## src/rtl/usb_rx_nrzi_sync_if.sv

```systemverilog
// Line-sample input and decoded-stream output bundle for the USB receive front end.
interface usb_rx_nrzi_sync_if;
  logic       bit_strobe;
  logic [1:0] usb_line_state;
  logic       sync_detected;
  logic       rx_bit;
  logic       rx_bit_valid;
  logic       rx_error;

  modport master (
    output bit_strobe, usb_line_state,
    input  sync_detected, rx_bit, rx_bit_valid, rx_error
  );

  modport slave (
    input  bit_strobe, usb_line_state,
    output sync_detected, rx_bit, rx_bit_valid, rx_error
  );
endinterface

```

## src/rtl/usb_rx_nrzi_sync.sv

```systemverilog
// USB receive front end: NRZI decode, SYNC hunt and bit-unstuffing, one bit per strobe.
// state   | meaning
// HUNT    | counting decoded 0s, waiting for the 1 that ends SYNC
// ACTIVE  | delivering data bits, removing stuffed 0s
// EOP     | SE0 seen, waiting for the J/K that returns the bus to idle
// DISCARD | packet aborted, data ignored until SE0
module usb_rx_nrzi_sync #(
  parameter int MIN_SYNC_ZEROS = 5,
  parameter int STUFF_LEN      = 6
) (
  input  logic                  clk,
  input  logic                  reset,
  usb_rx_nrzi_sync_if.slave     rx
);

  localparam int OW = $clog2(STUFF_LEN + 1);
  localparam logic [2:0]    MIN_ZEROS = 3'(MIN_SYNC_ZEROS);
  localparam logic [OW-1:0] STUFF_MAX = OW'(STUFF_LEN);
  localparam logic [1:0] LINE_SE0 = 2'b00;
  localparam logic [1:0] LINE_J   = 2'b01;
  localparam logic [1:0] LINE_K   = 2'b10;
  localparam logic [1:0] LINE_SE1 = 2'b11;

  typedef enum logic [1:0] {HUNT, ACTIVE, EOP, DISCARD} state_t;

  state_t        state, state_nxt;
  logic [1:0]    prev_line, prev_line_nxt;
  logic [2:0]    zero_cnt, zero_cnt_nxt;
  logic [OW-1:0] ones_cnt, ones_cnt_nxt;
  logic          sync_q, sync_nxt;
  logic          bit_q, bit_nxt;
  logic          valid_q, valid_nxt;
  logic          err_q, err_nxt;

  logic [1:0] line;
  logic       is_jk;
  logic       dec;

  assign line  = rx.usb_line_state;
  assign is_jk = (line == LINE_J) || (line == LINE_K);
  assign dec   = (line == prev_line);

  always_ff @(posedge clk or posedge reset) begin
    if (reset) begin
      state     <= HUNT;
      prev_line <= LINE_J;
      zero_cnt  <= '0;
      ones_cnt  <= '0;
      sync_q    <= 1'b0;
      bit_q     <= 1'b0;
      valid_q   <= 1'b0;
      err_q     <= 1'b0;
    end else begin
      state     <= state_nxt;
      prev_line <= prev_line_nxt;
      zero_cnt  <= zero_cnt_nxt;
      ones_cnt  <= ones_cnt_nxt;
      sync_q    <= sync_nxt;
      bit_q     <= bit_nxt;
      valid_q   <= valid_nxt;
      err_q     <= err_nxt;
    end
  end

  always_comb begin
    state_nxt     = state;
    prev_line_nxt = prev_line;
    zero_cnt_nxt  = zero_cnt;
    ones_cnt_nxt  = ones_cnt;
    sync_nxt      = 1'b0;
    bit_nxt       = bit_q;
    valid_nxt     = 1'b0;
    err_nxt       = 1'b0;

    if (rx.bit_strobe) begin
      // SE0/SE1 carry no NRZI information, so only J/K move the reference level
      if (is_jk) prev_line_nxt = line;

      unique case (state)
        HUNT: begin
          if (is_jk && !dec) begin
            if (zero_cnt != 3'd7) zero_cnt_nxt = zero_cnt + 3'd1;
          end else begin
            zero_cnt_nxt = '0;
            if (is_jk && zero_cnt >= MIN_ZEROS) begin
              sync_nxt     = 1'b1;
              ones_cnt_nxt = OW'(1);
              state_nxt    = ACTIVE;
            end
          end
        end
        ACTIVE: begin
          if (is_jk) begin
            if (ones_cnt == STUFF_MAX) begin
              if (dec) begin
                err_nxt   = 1'b1;
                state_nxt = DISCARD;
              end else begin
                ones_cnt_nxt = '0;
              end
            end else begin
              bit_nxt      = dec;
              valid_nxt    = 1'b1;
              ones_cnt_nxt = dec ? ones_cnt + OW'(1) : '0;
            end
          end else if (line == LINE_SE0) begin
            state_nxt = EOP;
          end else begin
            err_nxt   = 1'b1;
            state_nxt = DISCARD;
          end
        end
        EOP: begin
          if (is_jk) begin
            zero_cnt_nxt = '0;
            state_nxt    = HUNT;
          end else if (line == LINE_SE1) begin
            err_nxt   = 1'b1;
            state_nxt = DISCARD;
          end
        end
        DISCARD: begin
          if (line == LINE_SE0) state_nxt = EOP;
        end
        default: state_nxt = HUNT;
      endcase
    end
  end

  assign rx.sync_detected = sync_q;
  assign rx.rx_bit        = bit_q;
  assign rx.rx_bit_valid  = valid_q;
  assign rx.rx_error      = err_q;

endmodule
```

## src/flat_wrapper.sv

```systemverilog
// flat-port wrapper written by rule: the top's interface ports become plain ports
module usb_rx_nrzi_sync_flat 
#(
  parameter int MIN_SYNC_ZEROS = 5,
  parameter int STUFF_LEN      = 6
)
  (clk, reset, rx_bit_strobe, rx_usb_line_state, rx_sync_detected, rx_rx_bit, rx_rx_bit_valid, rx_rx_error);
  usb_rx_nrzi_sync_if rx_i ();
  input  logic clk;
  input  logic reset;
  input wire logic [$bits(rx_i.bit_strobe)-1:0] rx_bit_strobe;
  input wire logic [$bits(rx_i.usb_line_state)-1:0] rx_usb_line_state;
  output wire logic [$bits(rx_i.sync_detected)-1:0] rx_sync_detected;
  output wire logic [$bits(rx_i.rx_bit)-1:0] rx_rx_bit;
  output wire logic [$bits(rx_i.rx_bit_valid)-1:0] rx_rx_bit_valid;
  output wire logic [$bits(rx_i.rx_error)-1:0] rx_rx_error;
  assign rx_i.bit_strobe = rx_bit_strobe;
  assign rx_i.usb_line_state = rx_usb_line_state;
  assign rx_sync_detected = rx_i.sync_detected;
  assign rx_rx_bit = rx_i.rx_bit;
  assign rx_rx_bit_valid = rx_i.rx_bit_valid;
  assign rx_rx_error = rx_i.rx_error;
  usb_rx_nrzi_sync #(.MIN_SYNC_ZEROS(MIN_SYNC_ZEROS), .STUFF_LEN(STUFF_LEN)) u_core (.clk(clk), .reset(reset), .rx(rx_i));
endmodule
```

## config.mk

```make
export PLATFORM = sky130hd
export DESIGN_NAME = usb_rx_nrzi_sync_flat
export DESIGN_NICKNAME = d
export VERILOG_FILES = /design/src/rtl/usb_rx_nrzi_sync_if.sv /design/src/rtl/usb_rx_nrzi_sync.sv /design/src/flat_wrapper.sv
export SDC_FILE = /design/constraint.sdc
export NUM_CORES = 1
export LEC_CHECK = 0
export BUFFER_PORTS_ARGS = -buffer_cell sky130_fd_sc_hd__buf_2
export CAP_MARGIN = 20
export CORE_MARGIN = 2
export CORE_UTILIZATION = 61
export CTS_CLUSTER_SIZE = 16
export DETAILED_ROUTE_END_ITERATION = 16
export GPL_TIMING_DRIVEN = 1
export PLACE_DENSITY = 0.85
export REMOVE_ABC_BUFFERS = 1
export SLEW_MARGIN = 0
export SYNTH_ARGS = -nofsm -noshare
export SYNTH_HDL_FRONTEND = slang
export SYNTH_SLANG_ARGS = --single-unit
export TNS_END_PERCENT = 5
```

## constraint.sdc

```tcl
create_clock -name clk -period 5.4 [get_ports clk]
set_clock_uncertainty 0.2 [all_clocks]
set_input_delay 0 -clock clk [delete_from_list [all_inputs] [get_ports clk]]
set_output_delay 0 -clock clk [all_outputs]
set_load 0.02 [all_outputs]
```

==> insert_results.sql <==
INSERT INTO impl_metrics (metric_group, metric, value, unit) VALUES
('power', 'swShare', '42.3', '%'),
('cells_and_area', 'final_cell_mix', 'ha_1 (13), dfrtp_1 (13), nand2_1 (12)', ''),
('cts', 'cts_buffer_count', '3', ''),
('cells_and_area', 'area_growth_syn_to_layout', '14.6', '%'),
('grt', 'antenna_violations_before_repair', '0', ''),
('run_status', 'run_status', 'finished, final reports clean', ''),
('cells_and_area', 'final_area', '1070', 'um^2'),
('synthesis', 'yosys-top-cells-area', 'dfrtp_1 (35%), ha_1 (17%), nand2_1 (4.8%)', ''),
('power', 'p_leak', '0.000514', 'uW'),
('sta', 'tightestPinTransition', '523', 'ps'),
('synthesis', 'synth_seq_cells', '14', ''),
('floorplan', 'die_area', '1860', 'um^2'),
('sta', 'rsz0062_at_grt', 'no', ''),
('floorplan', 'start_util', '63.4', '%'),
('sta', 'clock.fmax', '440', 'MHz'),
('sta', 'setup_total_neg_slack', '0', 'ps'),
('power', 'switch_pwr', '185', 'uW'),
('placement', 'dpl_cell_area', '993', 'um^2'),
('sta', 'slew_viol_final', '0', ''),
('sta', 'hold_violations', '0', ''),
('cts', 'cts.clk_slew.worst_paths', '80', 'ps'),
('power', 'powerDensity', '408', 'nW/um^2'),
('floorplan', 'die_w', '43.1', 'um'),
('cts', 'insertion_delay', '280', 'ps'),
('power', 'logic_pwr_share', '46.8', '%'),
('cts', 'htree_num_levels', '1', ''),
('cells_and_area', 'sequential_cell_area', '352', 'um^2'),
('route', 'number_of_vias_after_detailed_routing', '806', ''),
('cts', 'cts.sink_count', '14', ''),
('cts', 'postCtsResizedCells', '0', ''),
('synthesis', 'netlist_instances', '98', ''),
('route', 'detail_route.iter0.violations', '13', ''),
('critical_path', 'r2r.worst_path.cells', '7', ''),
('placement', 'io_buffer_count', '8', ''),
('critical_path', 'cp_capture_type', 'register', ''),
('sta', 'min_period_over_period', '42.1', '%'),
('cts', 'cts_hold_buf', '4', ''),
('power', 'relative_contribution_of_the_clock_network_to_total_power', '17.5', '%'),
('cts', 'clock_tree.root_cell', 'clkbuf_4', ''),
('route', 'post_drt_via_cell_ratio', '6.20', ''),
('critical_path', 'worst_setup_path_start_kind', 'primary input', ''),
('cells_and_area', 'fin_util', '72.7', '%'),
('grt', 'grt_start_max_net_pins', '15', ''),
('synthesis', 'synth.lib_cells_used.distinct', '33', ''),
('grt', 'first_pass_grt_wire_length', '3.28', 'mm'),
('synthesis', 'mappedNetlistArea', '933', 'um^2'),
('floorplan', 'core-area', '1470', 'um^2'),
('critical_path', 'critical_path_required', '5380', 'ps'),
('route', 'post-route-drc-count', '0', ''),
('power', 'power.total', '437', 'uW'),
('cells_and_area', 'final.fill_count', '119', ''),
('worst_hold_path', 'hold_path_class', 'primary input to asynchronous set/reset pin', ''),
('synthesis', 'seq_area_frac_synth', '37.7', '%'),
('critical_path', 'crit_type', 'primary input to register', ''),
('cells_and_area', 'design.final.nets', '133', ''),
('route', 'detail_route.wl_per_cell', '14.6', 'um'),
('power', 'cell_internal_pwr', '252', 'uW'),
('cts', 'cts_tree', 'built', ''),
('cts', 'post-cts-setup-buffers', '0', ''),
('route', 'drt_pre_antenna_iters', '4', ''),
('synthesis', 'yosysTopAreaCell', 'dfrtp_1', ''),
('critical_path', 'critical_path_peak_fanout', '8', ''),
('power', 'max-vdd-ir-drop', '0.000258', 'V'),
('grt', 'first_global_vias', '817', ''),
('synthesis', 'share_of_the_synthesized_area_in_the_top_cell_type', '34.9', '%'),
('placement', 'place.detailed.hpwl', '1.39', 'mm'),
('critical_path', 'cp_data_arrival_time', '2250', 'ps'),
('sta', 'layout_min_cycle_time', '2270', 'ps'),
('grt', 'grt.overflow.total', '0', ''),
('sta', 'max_slew_margin', '65.1', '%'),
('grt', 'total_routing_resource_utilization_after_global_routing', '23.1', '%');
metal layers:
| layer | part of all wire [%] | global-route usage (%) | wire length (um) |
|---|---|---|---|
| met1 | 43 | 28.6 | 809 |
| met4 | 2.4 | 8.48 | 46 |
| met2 | 50 | 40.3 | 954 |
| met5 | 0 | 0 | 0 |
| met3 | 4.4 | 2.98 | 84 |
synth_stat cells, drive strengths merged:
| cell | number |
|---|---|
| a2111oi | 1 |
| a21bo | 1 |
| a21boi | 3 |
| a21o | 1 |
| a21oi | 1 |
| a22o | 1 |
| a311oi | 1 |
| a31oi | 1 |
| a32oi | 1 |
| a41o | 1 |
| and2 | 1 |
| dfrtp | 13 |
| dfstp | 1 |
| ha | 13 |
| inv | 10 |
| mux2 | 1 |
| mux2i | 1 |
| nand2 | 12 |
| nand2b | 4 |
| nor2 | 6 |
| nor3 | 3 |
| nor4 | 1 |
| o2111ai | 2 |
| o211ai | 2 |
| o21ai | 6 |
| o221ai | 1 |
| o22ai | 1 |
| o31ai | 2 |
| o41ai | 2 |
| or2 | 1 |
| or3 | 1 |
| xnor2 | 2 |
registers in the layout, summed over array words and instances, names as in the netlist:
register                 flops
u_core.state                 2
u_core.ones_cnt              3
u_core.rx.rx_bit             1
u_core.rx.rx_error           1
u_core.prev_line             2
u_core.rx.rx_bit_valid       1
u_core.zero_cnt              3
u_core.rx.sync_detected      1
cell families (layout without fill, tap and decap cells):
kind of cell / after synthesis / count (layout) / share of synthesized area [%]
XOR/XNOR: 2 / 2 / 1.88
adder cells (fa/ha/maj): 13 / 13 / 17.4
multiplexers: 2 / 2 / 2.28
AO/OA/AOI/OAI: 28 / 28 / 22.5
flip-flops: 14 / 14 / 37.7
AND/OR/NAND/NOR: 29 / 29 / 14.2
buffers and inverters: 10 / 26 / 4.02
area by class of cell:
class	count	area share, %
sequential	14	32.9
clock buffer	4	3.39
inverter	10	3.51
multi-input combinational	74	50.9
timing repair buffer	12	7.49
tap	16	1.87
worst max-delay path, cell delays in order:
cell and delay, ps:
dlygate4sd3_1 530, buf_2 150, inv_1 60, ha_1 390
o211ai_1 140, a21boi_2 260, o221ai_1 180, nor2_1 190
mux2_2 350
metrics by stage:
| stage | setup slack (ps) | std cells |
|---|---|---|
| 2_1_floorplan | 3450 | 98 |
| 4_1_cts | 3180 | 130 |
| 5_1_grt | 2960 | 130 |
| 6_report | 3130 | 130 |
| 3_3_place_gp | 3370 | 122 |
| 3_5_place_dp | 3270 | 122 |
final timing paths:
kind                                      start             endpoint  slack [ps]
setup / recovery           rx_usb_line_state[1]   u_core.ones_cnt[1]        3130
max in group asynchronous                 reset  u_core.prev_line[0]        4560
setup reg to reg                u_core.state[1]   u_core.ones_cnt[1]        3210
min in group clk            u_core.prev_line[0]  u_core.prev_line[0]         300
hold / removal                            reset   u_core.rx.rx_error          80
hold reg to reg             u_core.prev_line[0]  u_core.prev_line[0]         300
power groups by stage:
stage / Combinational, uW / Clock (uW) / Sequential [uW]
after floorplan: 145 / 0 / 160
after global placement: 188 / 0 / 156
after detailed placement: 197 / 0 / 158
after CTS: 204 / 77.3 / 156
after global routing: 227 / 81.2 / 161
final: 204 / 76.3 / 156
Power figures use the tool's default switching activity.
